===== src/rtl/cond_exec_unit_v2_if.sv =====
// Execute-stage conditional-unit bus: decoder controls and ALU flags in,
// condition-gated controls, per-lane enables, flags and IT status out.
interface cond_exec_unit_v2_if #(
  parameter int LANES = 1
);
  logic                 ValidE;
  logic                 StallE;
  logic                 FlushE;
  logic [3:0]           CondE;
  logic [4*LANES-1:0]   ALUFlags;
  logic [1:0]           FlagWriteE;
  logic                 PCSrcE_IN;
  logic                 RegWriteE_IN;
  logic                 MemWriteE_IN;
  logic                 BranchE;
  logic                 NoWrite;
  logic                 RegWSPU;
  logic                 ITStartE;
  logic [2:0]           ITLenE;
  logic [3:0]           ITThenE;
  logic                 PCSrcE_OUT;
  logic                 RegWriteE_OUT;
  logic                 MemWriteE_OUT;
  logic                 BranchTakenE;
  logic [LANES-1:0]     LaneEnE;
  logic [4*LANES-1:0]   flags;
  logic                 ITActive;
  logic [2:0]           ITRemaining;

  // No handshake: one instruction per cycle is presented while ValidE is high,
  // and StallE holds it in place without consuming it.
  modport master (
    output ValidE, StallE, FlushE, CondE, ALUFlags, FlagWriteE,
           PCSrcE_IN, RegWriteE_IN, MemWriteE_IN, BranchE, NoWrite, RegWSPU,
           ITStartE, ITLenE, ITThenE,
    input  PCSrcE_OUT, RegWriteE_OUT, MemWriteE_OUT, BranchTakenE,
           LaneEnE, flags, ITActive, ITRemaining
  );

  modport slave (
    input  ValidE, StallE, FlushE, CondE, ALUFlags, FlagWriteE,
           PCSrcE_IN, RegWriteE_IN, MemWriteE_IN, BranchE, NoWrite, RegWSPU,
           ITStartE, ITLenE, ITThenE,
    output PCSrcE_OUT, RegWriteE_OUT, MemWriteE_OUT, BranchTakenE,
           LaneEnE, flags, ITActive, ITRemaining
  );
endinterface


===== src/rtl/cond_exec_unit_v2.sv =====
// Per-lane NZCV flag store and ARM condition evaluation with stall/flush.
// Optional IT-block sequencer enabled by defining COND_IT_BLOCK_EN.
module cond_exec_unit_v2 #(
  parameter int LANES = 1
) (
  input  logic                  clk,
  input  logic                  reset,
  cond_exec_unit_v2_if.slave    bus
);

  function automatic logic cond_pass(input logic [3:0] c, input logic [3:0] f);
    logic n, z, cy, v;
    {n, z, cy, v} = f;
    case (c)
      4'h0:    cond_pass = z;
      4'h1:    cond_pass = ~z;
      4'h2:    cond_pass = cy;
      4'h3:    cond_pass = ~cy;
      4'h4:    cond_pass = n;
      4'h5:    cond_pass = ~n;
      4'h6:    cond_pass = v;
      4'h7:    cond_pass = ~v;
      4'h8:    cond_pass = cy & ~z;
      4'h9:    cond_pass = ~cy | z;
      4'hA:    cond_pass = (n == v);
      4'hB:    cond_pass = (n != v);
      4'hC:    cond_pass = ~z & (n == v);
      4'hD:    cond_pass = z | (n != v);
      4'hE:    cond_pass = 1'b1;
      default: cond_pass = 1'b0;
    endcase
  endfunction

  logic [4*LANES-1:0] flags_q, flags_d;
  logic [LANES-1:0]   pass;
  logic [3:0]         eff_cond;
  logic               acc, live, cmd_en, it_instr;
  logic               pc_out, rw_out, mw_out, br_out;

`ifdef COND_IT_BLOCK_EN
  typedef enum logic {IT_IDLE, IT_ACTIVE} it_state_t;
  it_state_t   it_state_q, it_state_d;
  logic [3:0]  base_cond_q, base_cond_d;
  logic [3:0]  it_then_q, it_then_d;
  logic [2:0]  it_rem_q, it_rem_d;
  logic [1:0]  it_k_q, it_k_d;
  logic        it_legal;
`endif

  always_comb begin
    acc  = bus.ValidE & ~bus.StallE & ~bus.FlushE;
    live = bus.ValidE & ~bus.FlushE & ~reset;
`ifdef COND_IT_BLOCK_EN
    // Any IT encoding, legal or not, issues no commands of its own.
    it_instr = bus.ITStartE;
    it_legal = (bus.ITLenE >= 3'd1) && (bus.ITLenE <= 3'd4);
    if (it_state_q == IT_ACTIVE) begin
      if (it_then_q[it_k_q] || base_cond_q == 4'hE) eff_cond = base_cond_q;
      else                                          eff_cond = base_cond_q ^ 4'b0001;
    end else begin
      eff_cond = bus.CondE;
    end
`else
    it_instr = 1'b0;
    eff_cond = bus.CondE;
`endif
    pass = '0;
    for (int i = 0; i < LANES; i++) pass[i] = cond_pass(eff_cond, flags_q[4*i +: 4]);
    cmd_en = live & ~it_instr;
    pc_out = cmd_en & bus.PCSrcE_IN & pass[0];
    mw_out = cmd_en & bus.MemWriteE_IN & pass[0];
    br_out = cmd_en & bus.BranchE & pass[0];
    rw_out = cmd_en & ((bus.RegWriteE_IN & pass[0] & ~bus.NoWrite) | bus.RegWSPU);

    // Condition uses the old flags; new values appear next cycle.
    flags_d = flags_q;
    if (acc && !it_instr) begin
      for (int i = 0; i < LANES; i++) begin
        if (pass[i]) begin
          if (bus.FlagWriteE[1]) flags_d[4*i+2 +: 2] = bus.ALUFlags[4*i+2 +: 2];
          if (bus.FlagWriteE[0]) flags_d[4*i   +: 2] = bus.ALUFlags[4*i   +: 2];
        end
      end
    end

`ifdef COND_IT_BLOCK_EN
    it_state_d  = it_state_q;
    base_cond_d = base_cond_q;
    it_then_d   = it_then_q;
    it_rem_d    = it_rem_q;
    it_k_d      = it_k_q;
    if (bus.FlushE) begin
      it_state_d = IT_IDLE;
      it_rem_d   = 3'd0;
    end else if (acc) begin
      if (bus.ITStartE) begin
        if (it_legal) begin
          it_state_d  = IT_ACTIVE;
          base_cond_d = bus.CondE;
          it_then_d   = bus.ITThenE;
          it_rem_d    = bus.ITLenE;
          it_k_d      = 2'd0;
        end
      end else if (it_state_q == IT_ACTIVE) begin
        if (pc_out || br_out || it_rem_q == 3'd1) begin
          it_state_d = IT_IDLE;
          it_rem_d   = 3'd0;
        end else begin
          it_rem_d = it_rem_q - 3'd1;
          it_k_d   = it_k_q + 2'd1;
        end
      end
    end
`endif
  end

  always_ff @(posedge clk or posedge reset) begin
    if (reset) begin
      flags_q <= '0;
`ifdef COND_IT_BLOCK_EN
      it_state_q  <= IT_IDLE;
      base_cond_q <= 4'h0;
      it_then_q   <= 4'h0;
      it_rem_q    <= 3'd0;
      it_k_q      <= 2'd0;
`endif
    end else begin
      flags_q <= flags_d;
`ifdef COND_IT_BLOCK_EN
      it_state_q  <= it_state_d;
      base_cond_q <= base_cond_d;
      it_then_q   <= it_then_d;
      it_rem_q    <= it_rem_d;
      it_k_q      <= it_k_d;
`endif
    end
  end

  assign bus.PCSrcE_OUT    = pc_out;
  assign bus.RegWriteE_OUT = rw_out;
  assign bus.MemWriteE_OUT = mw_out;
  assign bus.BranchTakenE  = br_out;
  assign bus.LaneEnE       = pass & {LANES{cmd_en}};
  assign bus.flags         = flags_q;

`ifdef COND_IT_BLOCK_EN
  assign bus.ITActive    = (it_state_q == IT_ACTIVE);
  assign bus.ITRemaining = it_rem_q;
`else
  logic unused_it;
  assign unused_it       = ^{bus.ITLenE, bus.ITThenE};
  assign bus.ITActive    = 1'b0;
  assign bus.ITRemaining = 3'd0;
`endif

endmodule


===== src/flat_wrapper.sv =====
// flat-port wrapper written by rule: the top's interface ports become plain ports
module cond_exec_unit_v2_flat 
#(
  parameter int LANES = 1
)
  (clk, reset, bus_ValidE, bus_StallE, bus_FlushE, bus_CondE, bus_ALUFlags, bus_FlagWriteE, bus_PCSrcE_IN, bus_RegWriteE_IN, bus_MemWriteE_IN, bus_BranchE, bus_NoWrite, bus_RegWSPU, bus_ITStartE, bus_ITLenE, bus_ITThenE, bus_PCSrcE_OUT, bus_RegWriteE_OUT, bus_MemWriteE_OUT, bus_BranchTakenE, bus_LaneEnE, bus_flags, bus_ITActive, bus_ITRemaining);
  cond_exec_unit_v2_if #(.LANES(LANES)) bus_i ();
  input  logic clk;
  input  logic reset;
  input wire logic [$bits(bus_i.ValidE)-1:0] bus_ValidE;
  input wire logic [$bits(bus_i.StallE)-1:0] bus_StallE;
  input wire logic [$bits(bus_i.FlushE)-1:0] bus_FlushE;
  input wire logic [$bits(bus_i.CondE)-1:0] bus_CondE;
  input wire logic [$bits(bus_i.ALUFlags)-1:0] bus_ALUFlags;
  input wire logic [$bits(bus_i.FlagWriteE)-1:0] bus_FlagWriteE;
  input wire logic [$bits(bus_i.PCSrcE_IN)-1:0] bus_PCSrcE_IN;
  input wire logic [$bits(bus_i.RegWriteE_IN)-1:0] bus_RegWriteE_IN;
  input wire logic [$bits(bus_i.MemWriteE_IN)-1:0] bus_MemWriteE_IN;
  input wire logic [$bits(bus_i.BranchE)-1:0] bus_BranchE;
  input wire logic [$bits(bus_i.NoWrite)-1:0] bus_NoWrite;
  input wire logic [$bits(bus_i.RegWSPU)-1:0] bus_RegWSPU;
  input wire logic [$bits(bus_i.ITStartE)-1:0] bus_ITStartE;
  input wire logic [$bits(bus_i.ITLenE)-1:0] bus_ITLenE;
  input wire logic [$bits(bus_i.ITThenE)-1:0] bus_ITThenE;
  output wire logic [$bits(bus_i.PCSrcE_OUT)-1:0] bus_PCSrcE_OUT;
  output wire logic [$bits(bus_i.RegWriteE_OUT)-1:0] bus_RegWriteE_OUT;
  output wire logic [$bits(bus_i.MemWriteE_OUT)-1:0] bus_MemWriteE_OUT;
  output wire logic [$bits(bus_i.BranchTakenE)-1:0] bus_BranchTakenE;
  output wire logic [$bits(bus_i.LaneEnE)-1:0] bus_LaneEnE;
  output wire logic [$bits(bus_i.flags)-1:0] bus_flags;
  output wire logic [$bits(bus_i.ITActive)-1:0] bus_ITActive;
  output wire logic [$bits(bus_i.ITRemaining)-1:0] bus_ITRemaining;
  assign bus_i.ValidE = bus_ValidE;
  assign bus_i.StallE = bus_StallE;
  assign bus_i.FlushE = bus_FlushE;
  assign bus_i.CondE = bus_CondE;
  assign bus_i.ALUFlags = bus_ALUFlags;
  assign bus_i.FlagWriteE = bus_FlagWriteE;
  assign bus_i.PCSrcE_IN = bus_PCSrcE_IN;
  assign bus_i.RegWriteE_IN = bus_RegWriteE_IN;
  assign bus_i.MemWriteE_IN = bus_MemWriteE_IN;
  assign bus_i.BranchE = bus_BranchE;
  assign bus_i.NoWrite = bus_NoWrite;
  assign bus_i.RegWSPU = bus_RegWSPU;
  assign bus_i.ITStartE = bus_ITStartE;
  assign bus_i.ITLenE = bus_ITLenE;
  assign bus_i.ITThenE = bus_ITThenE;
  assign bus_PCSrcE_OUT = bus_i.PCSrcE_OUT;
  assign bus_RegWriteE_OUT = bus_i.RegWriteE_OUT;
  assign bus_MemWriteE_OUT = bus_i.MemWriteE_OUT;
  assign bus_BranchTakenE = bus_i.BranchTakenE;
  assign bus_LaneEnE = bus_i.LaneEnE;
  assign bus_flags = bus_i.flags;
  assign bus_ITActive = bus_i.ITActive;
  assign bus_ITRemaining = bus_i.ITRemaining;
  cond_exec_unit_v2 #(.LANES(LANES)) u_core (.clk(clk), .reset(reset), .bus(bus_i));
endmodule

===== config.mk =====
export PLATFORM = sky130hd
export DESIGN_NAME = cond_exec_unit_v2_flat
export DESIGN_NICKNAME = d
export VERILOG_FILES = /design/src/rtl/cond_exec_unit_v2_if.sv /design/src/rtl/cond_exec_unit_v2.sv /design/src/flat_wrapper.sv
export SDC_FILE = /design/constraint.sdc
export NUM_CORES = 1
export LEC_CHECK = 0
export CORE_UTILIZATION = 34
export CTS_BUF_LIST = sky130_fd_sc_hd__clkbuf_4 sky130_fd_sc_hd__clkbuf_8
export DETAILED_ROUTE_END_ITERATION = 8
export GPL_ROUTABILITY_DRIVEN = 0
export PLACE_DENSITY = 0.87
export SYNTH_ARGS = -nofsm -noshare
export SYNTH_HDL_FRONTEND = slang
export SYNTH_SLANG_ARGS = --single-unit

===== constraint.sdc =====
create_clock -name clk -period 3 [get_ports clk]
set_input_delay 0.6 -clock clk [delete_from_list [all_inputs] [get_ports clk]]
set_output_delay 0.6 -clock clk [all_outputs]
set_load 0.005 [all_outputs]

==> flow_metrics.env, run 1 <==
export IMPL_status="completed"
export IMPL_synth_seq_area_share_pct=21.51
export IMPL_ir_drop_mv=0.4914
export IMPL_hold_ws_ps=576.2
export IMPL_layout_min_cycle_time_ps=2896
export IMPL_use_met2_pct=35.00
export IMPL_first_pass_iters=3
export IMPL_gr_total_overflow=0
export IMPL_synthCells=52
export IMPL_hold_path_end="u_core.bus.flags[1]$_DFFE_PP0P_"
export IMPL_drc_errors=0
export IMPL_whs_path_depth=1
export IMPL_dieArea_mm2=0.001521
export IMPL_slew_viol_final=0
export IMPL_power_leakage_nw=0.4267
export IMPL_grt_usage_pct=21.44
export IMPL_drive_gt1_share_pct=27.96
export IMPL_syn_area_um2=465.4
export IMPL_fin_nets=124
export IMPL_reg2reg_to="u_core.bus.flags[0]$_DFFE_PP0P_"
export IMPL_coreArea_mm2=0.001186
export IMPL_synth_top_area_share_pct=21.51
export IMPL_antenna_found_initial=0
export IMPL_max_stage_delay_ps=450
export IMPL_io_buffer_count=29
export IMPL_grt_first_pass_wirelength_um=2159
export IMPL_critical_path_required_ps=2400
export IMPL_ys_types=28
export IMPL_crit_type="primary input to output pin"
export IMPL_synth_edf_count=0
export IMPL_fmax_ghz=0.3453
export IMPL_ys_warn_count=0
export IMPL_final_core_util_pct=73.21
export IMPL_endpoint_kind="output pin"
export IMPL_cts_tree="done"
export IMPL_critPathArrivalTime_ps=2300
export IMPL_cts_buffer_depth=2
export IMPL_crit_path_top_delay_cell="clkdlybuf4s50_1"
export IMPL_routedWlPerCell_um=11.68
export IMPL_grt_busiest_layer="met2"
export IMPL_clk_latency_ps=230
export IMPL_ys_flop_type="dfrtp_1"
export IMPL_setup_viol=0
export IMPL_num_vias=534
export IMPL_cap_violations=0
export IMPL_r2r_slack_ps=830
export IMPL_cp_start_kind="primary input"
export IMPL_die_width_um=39
export IMPL_worstHoldStart="u_core.bus.flags[1]$_DFFE_PP0P_"
export IMPL_largest_register_ffs=4
export IMPL_grt_setup_unrepaired="no"
export IMPL_cp_cell_sequence="dlygate4sd2_1 > mux2i_1 > xor2_1 > o32ai_2 > or3_4 > and2_1 > clkdlybuf4s50_1"
export IMPL_power_density_mw_per_mm2=539.9
export IMPL_path_clk_slew_ps=30
export IMPL_pin_count=42
export IMPL_clkSinkCount=4
export IMPL_async_reset_ff_share_pct=100.0
export IMPL_crit_path_max_fanout=4
export IMPL_grt_pass1_vias=500
export IMPL_cts_buffers=3
export IMPL_start_util_pct=39.24
export IMPL_insertedDiodeCount=0
export IMPL_final_common_cell="clkdlybuf4s50_1"
export IMPL_avgSynthCellArea_um2=8.951
export IMPL_dp_hpwl_um=1006
export IMPL_reg2reg_from="u_core.bus.flags[0]$_DFFE_PP0P_"
export IMPL_hold_violations=0
export IMPL_yosysTopAreaCell="dfrtp_1"
export IMPL_ys_top_cells_by_area="dfrtp_1, buf_4, mux2_1"
export IMPL_fp_dieH_um=39
export IMPL_met3_usage_pct=3.468
export IMPL_final_cell_mix="clkdlybuf4s50_1, buf_4, dlygate4sd2_1"
export IMPL_reg2regPathDepth=7
export IMPL_drt_iter0_drc=8
export IMPL_cts_root_buf="clkbuf_4"
export IMPL_via_per_inst=4.991
export IMPL_cts_max_level=1
export IMPL_grtUsageMet1_pct=24.83
export IMPL_synth_seq_cells=4
export IMPL_holdBufCountCts=0
export IMPL_grt_max_degree=8
export IMPL_totalWireLength_um=1250
export IMPL_syn_to_final_growth_pct=86.56
export IMPL_hold_path_class="flip-flop to flip-flop"
export IMPL_finClkSkew_ps=4.425
export IMPL_ant_nets=0
export IMPL_period_share_pct=96.54
export IMPL_rows=12
worst max-delay path, delay by kind of cell:
| family | cells | cell delay [ps] |
|---|---|---|
| AO/OA/AOI/OAI | 1 | 110 |
| XOR/XNOR | 1 | 190 |
| buffers and inverters | 2 | 680 |
| multiplexers | 1 | 220 |
| AND/OR/NAND/NOR | 2 | 500 |
cell families (layout without fill, tap and decap cells):
kind of cell           count (synthesis)  count (layout)  share of synthesized area [%]
flip-flops                             4               4                          21.51
buffers and inverters                 10              48                          12.64
other                                  1               4                         0.8057
XOR/XNOR                               4               4                          7.528
multiplexers                           6               6                          13.98
AO/OA/AOI/OAI                         11              11                          19.08
AND/OR/NAND/NOR                       16              16                          24.46
cell type report:
type / count / area, um^2
clock buffer: 3 / 22.52
fill: 92 / 317.8
inverter: 3 / 11.26
multi-input combinational: 41 / 350.3
sequential: 4 / 100.1
tap: 14 / 17.52
timing repair buffer: 42 / 366.6
metal layers:
| layer | part of all wire, % | vias to the layer above | routed length [um] |
|---|---|---|---|
| met1 | 42 | 242 | 519 |
| li1 | - | 267 | - |
| met2 | 52 | 19 | 644 |
| met4 | 3.4 | 0 | 42 |
| met5 | 0 | - | 0 |
| met3 | 3.4 | 6 | 43 |
synthesized netlist by cell type, types with 2 or more instances:
cell and count:
xor2_1 2, dfrtp_1 4, buf_4 5, and3_1 4, inv_1 3, and2_1 3
buf_2 2, nor3b_1 3, mux2i_1 2, o31ai_1 2, mux2_1 3, o21ai_0 2
xnor2_1 2
repair_timing:
item                       CTS  global route
setup endpoints to repair    5             3
resized for setup           15             7
setup buffers                3             0
pin swaps                    3             0
power by group:
part           switching [mW]  leakage [nW]  internal (mW)  total (mW)
clock                  0.0206        0.0138         0.0446      0.0652
sequential             0.0355        0.0491         0.0807       0.116
combinational           0.102         0.364          0.186       0.287
how the worst max path moves through the flow:
| stage | start | endpoint | slack (ps) | depth (start not counted) |
|---|---|---|---|---|
| final | bus_CondE[1] | bus_LaneEnE | 100 | 7 |
| after global routing | u_core.bus.flags[0]$_DFFE_PP0P_ | bus_LaneEnE | 6 | 6 |
| after CTS | bus_CondE[0] | bus_LaneEnE | 0.5 | 8 |
| after detailed placement | bus_CondE[3] | bus_RegWriteE_OUT | -350 | 7 |
| after global placement | bus_CondE[3] | bus_RegWriteE_OUT | -330 | 7 |
| after floorplan | bus_CondE[2] | bus_RegWriteE_OUT | 560 | 6 |
through the flow:
stage	setup slack, ps	setup TNS [ps]	std cells	total power, mW	cell area (um^2)
after floorplan	556.0	0	55	0.2311	476.7
after global placement	-329.0	-1472	101	0.3588	812.0
after detailed placement	-353.8	-1586	101	0.3650	812.0
after CTS	0.5371	0	107	0.4685	870.8
after global routing	5.610	0	107	0.5109	868.3
final	103.8	0	107	0.4688	868.3
No activity file was read; power rests on OpenSTA's default activity.
==> run 2, diff against run 1 <==
--- a/config.mk
+++ b/config.mk
@@ -10,6 +10,7 @@
 export DETAILED_ROUTE_END_ITERATION = 8
 export GPL_ROUTABILITY_DRIVEN = 0
 export PLACE_DENSITY = 0.87
+export SETUP_SLACK_MARGIN = 0.5
 export SYNTH_ARGS = -nofsm -noshare
 export SYNTH_HDL_FRONTEND = slang
 export SYNTH_SLANG_ARGS = --single-unit
==> run 2 against run 1 <==
- sequential power increased by 5%
- worst hold slack improved by 2.3 ps
- combinational power increased by 3%
- largest power group unchanged
- wire length increased by 14%
- via count increased by 3.9%
- largest cell class unchanged
- non-clock buffer count decreased by 1
- setup slack improved by 300 ps
- sequential share of layout area about the same
- die area unchanged
- critical path type unchanged
==> flow_metrics.env, run 2 (synthesis results as in run 1) <==
export IMPL_start_util_pct=39.24
export IMPL_p_total_uw=483.9
export IMPL_cp_cell_sequence="buf_6 > buf_6 > xor2_2 > o211a_1 > o32ai_2 > or3_4 > a22o_1 > buf_2"
export IMPL_crit_path_max_fanout=5
export IMPL_largest_register_ffs=4
export IMPL_path_clk_slew_ps=30
export IMPL_clkSinkCount=4
export IMPL_die_width_um=39
export IMPL_n_fill_cell=87
export IMPL_crit_buf_inv=3
export IMPL_critPathArrivalTime_ps=1990
export IMPL_io_buffer_count=29
export IMPL_worstHoldStart="u_core.bus.flags[1]$_DFFE_PP0P_"
export IMPL_grt_setup_unrepaired="yes"
export IMPL_tightest_slew_ps=500.7
export IMPL_multi_input_area_um2=364.1
export IMPL_grt_max_degree=8
export IMPL_grt_pass1_vias=558
export IMPL_dp_cells=101
export IMPL_routedWlPerCell_um=13.47
export IMPL_clk_latency_ps=230
export IMPL_hold_violations=0
export IMPL_ant_nets=0
export IMPL_dp_hpwl_um=1006
export IMPL_num_vias=555
export IMPL_slew_viol_final=0
export IMPL_grt_first_pass_wirelength_um=2359
export IMPL_fp_dieH_um=39
export IMPL_fmax_ghz=0.3859
export IMPL_cap_violations=0
export IMPL_reg2reg_to="u_core.bus.flags[0]$_DFFE_PP0P_"
export IMPL_cp_start_kind="primary input"
export IMPL_endpoint_kind="output pin"
export IMPL_insertedDiodeCount=0
export IMPL_holdBufCountCts=0
export IMPL_grt_usage_pct=23.83
export IMPL_cts_root_buf="clkbuf_4"
export IMPL_seqCellArea_um2=101.3
export IMPL_period_share_pct=86.38
export IMPL_layout_min_cycle_time_ps=2591
export IMPL_power_leakage_nw=0.4122
export IMPL_dieArea_mm2=0.001521
export IMPL_max_slew_margin_pct=66.18
export IMPL_r2r_slack_ps=850
export IMPL_cts_max_level=1
export IMPL_hold_path_end="u_core.bus.flags[1]$_DFFE_PP0P_"
export IMPL_antenna_found_initial=0
export IMPL_whs_path_depth=1
export IMPL_status="completed"
export IMPL_path_delay_family="compound AO/OA/AOI/OAI gates"
export IMPL_syn_to_final_growth_pct=89.52
export IMPL_crit_path_frequent_cell="buf_6"
export IMPL_crit_type="primary input to output pin"
export IMPL_drive_gt1_share_pct=38.04
export IMPL_totalWireLength_um=1428
export IMPL_hold_path_class="flip-flop to flip-flop"
export IMPL_cts_buffer_depth=2
export IMPL_via_per_inst=5.236
export IMPL_gr_total_overflow=0
export IMPL_stdcell_count=106
export IMPL_coreArea_mm2=0.001186
export IMPL_power_density_mw_per_mm2=548.6
export IMPL_critical_path_required_ps=2400
export IMPL_crit_path_top_delay_cell="or3_4"
export IMPL_ir_drop_mv=0.5393
export IMPL_fin_nets=123
export IMPL_design_area_um2=882.1
export IMPL_reg2regPathDepth=7
export IMPL_reg2reg_from="u_core.bus.flags[0]$_DFFE_PP0P_"
export IMPL_drt_iter0_drc=4
export IMPL_finClkSkew_ps=5.027
export IMPL_rows=12
export IMPL_first_pass_iters=2
export IMPL_setup_viol=0
export IMPL_dp_slack_ps=-353.8
export IMPL_timing_final_ws_setup_ps=408.5
export IMPL_place_area_um2=812.0
export IMPL_pin_count=42
export IMPL_final_cell_mix="clkdlybuf4s50_1, buf_4, buf_6, buf_2, conb_1"
export IMPL_max_stage_delay_ps=430
export IMPL_cts_tree="done"
export IMPL_drc_errors=0
export IMPL_cts_buffers=3
export IMPL_final_common_cell="clkdlybuf4s50_1"
-- run 2: cell types whose count changed in the layout (fill, tap and decap cells not counted), moves of 3 or more --
| cell | change |
|---|---|
| buf_6 | +6 |
| buf_4 | -4 |
| buf_2 | +5 |
| and3_1 | -3 |
| and3_4 | +3 |
| dlygate4sd2_1 | -5 |
-- run 2: worst max path at each step --
stage | slack (ps) | from | depth (start not counted) | endpoint
finish | 410 | bus_CondE[0] | 8 | bus_RegWriteE_OUT
global route | 360 | bus_CondE[0] | 8 | bus_RegWriteE_OUT
CTS | 430 | bus_CondE[0] | 8 | bus_RegWriteE_OUT
detailed placement | -350 | bus_CondE[3] | 7 | bus_RegWriteE_OUT
global placement | -330 | bus_CondE[3] | 7 | bus_RegWriteE_OUT
floorplan | 560 | bus_CondE[2] | 6 | bus_RegWriteE_OUT
-- run 2: metal layers --
| metal | share of wire [%] | global-route usage [%] | vias to the layer above |
|---|---|---|---|
| li1 | - | - | 265 |
| met1 | 38 | 25.17 | 257 |
| met2 | 54 | 38.75 | 23 |
| met3 | 3.2 | 4.046 | 10 |
| met4 | 5.2 | 23.28 | 0 |
| met5 | 0 | 0 | - |
-- run 2: metrics by stage --
step,utilization (%),hold WS (ps),TNS [ps]
after global placement,68.46,568.2,-1472
after detailed placement,68.46,575.4,-1586
after global routing,74.37,591.7,0
after CTS,72.68,574.3,0
final,74.37,578.6,0
after floorplan,-,366.1,0
-- run 2: area by class of cell --
type	count	share of cell area [%]
timing repair buffer	41	41.42
multi-input combinational	41	41.28
sequential	4	11.49
clock buffer	3	2.553
tap	14	1.986
inverter	3	1.277
-- run 2: power by group --
part | leakage, nW | internal (mW) | switching, mW
registers | 0.0479 | 0.0822 | 0.0395
logic | 0.350 | 0.189 | 0.108
clock network | 0.0138 | 0.0446 | 0.0205
total | 0.412 | 0.316 | 0.168
-- run 2: worst register-to-register path: stages, from the launching register on --
cell      delay [ps]
dfrtp_2          440
xnor2_2          170
mux2i_1          250
a311oi_2         140
buf_4            160
buf_4            120
o31ai_1          370
mux2_2           380
-- run 2: timing repair --
item / CTS / global route
gates resized for setup: 50 / 3
pin swaps: 10 / 1
endpoints found under the setup margin: 5 / 5
setup buffers: 1 / 1
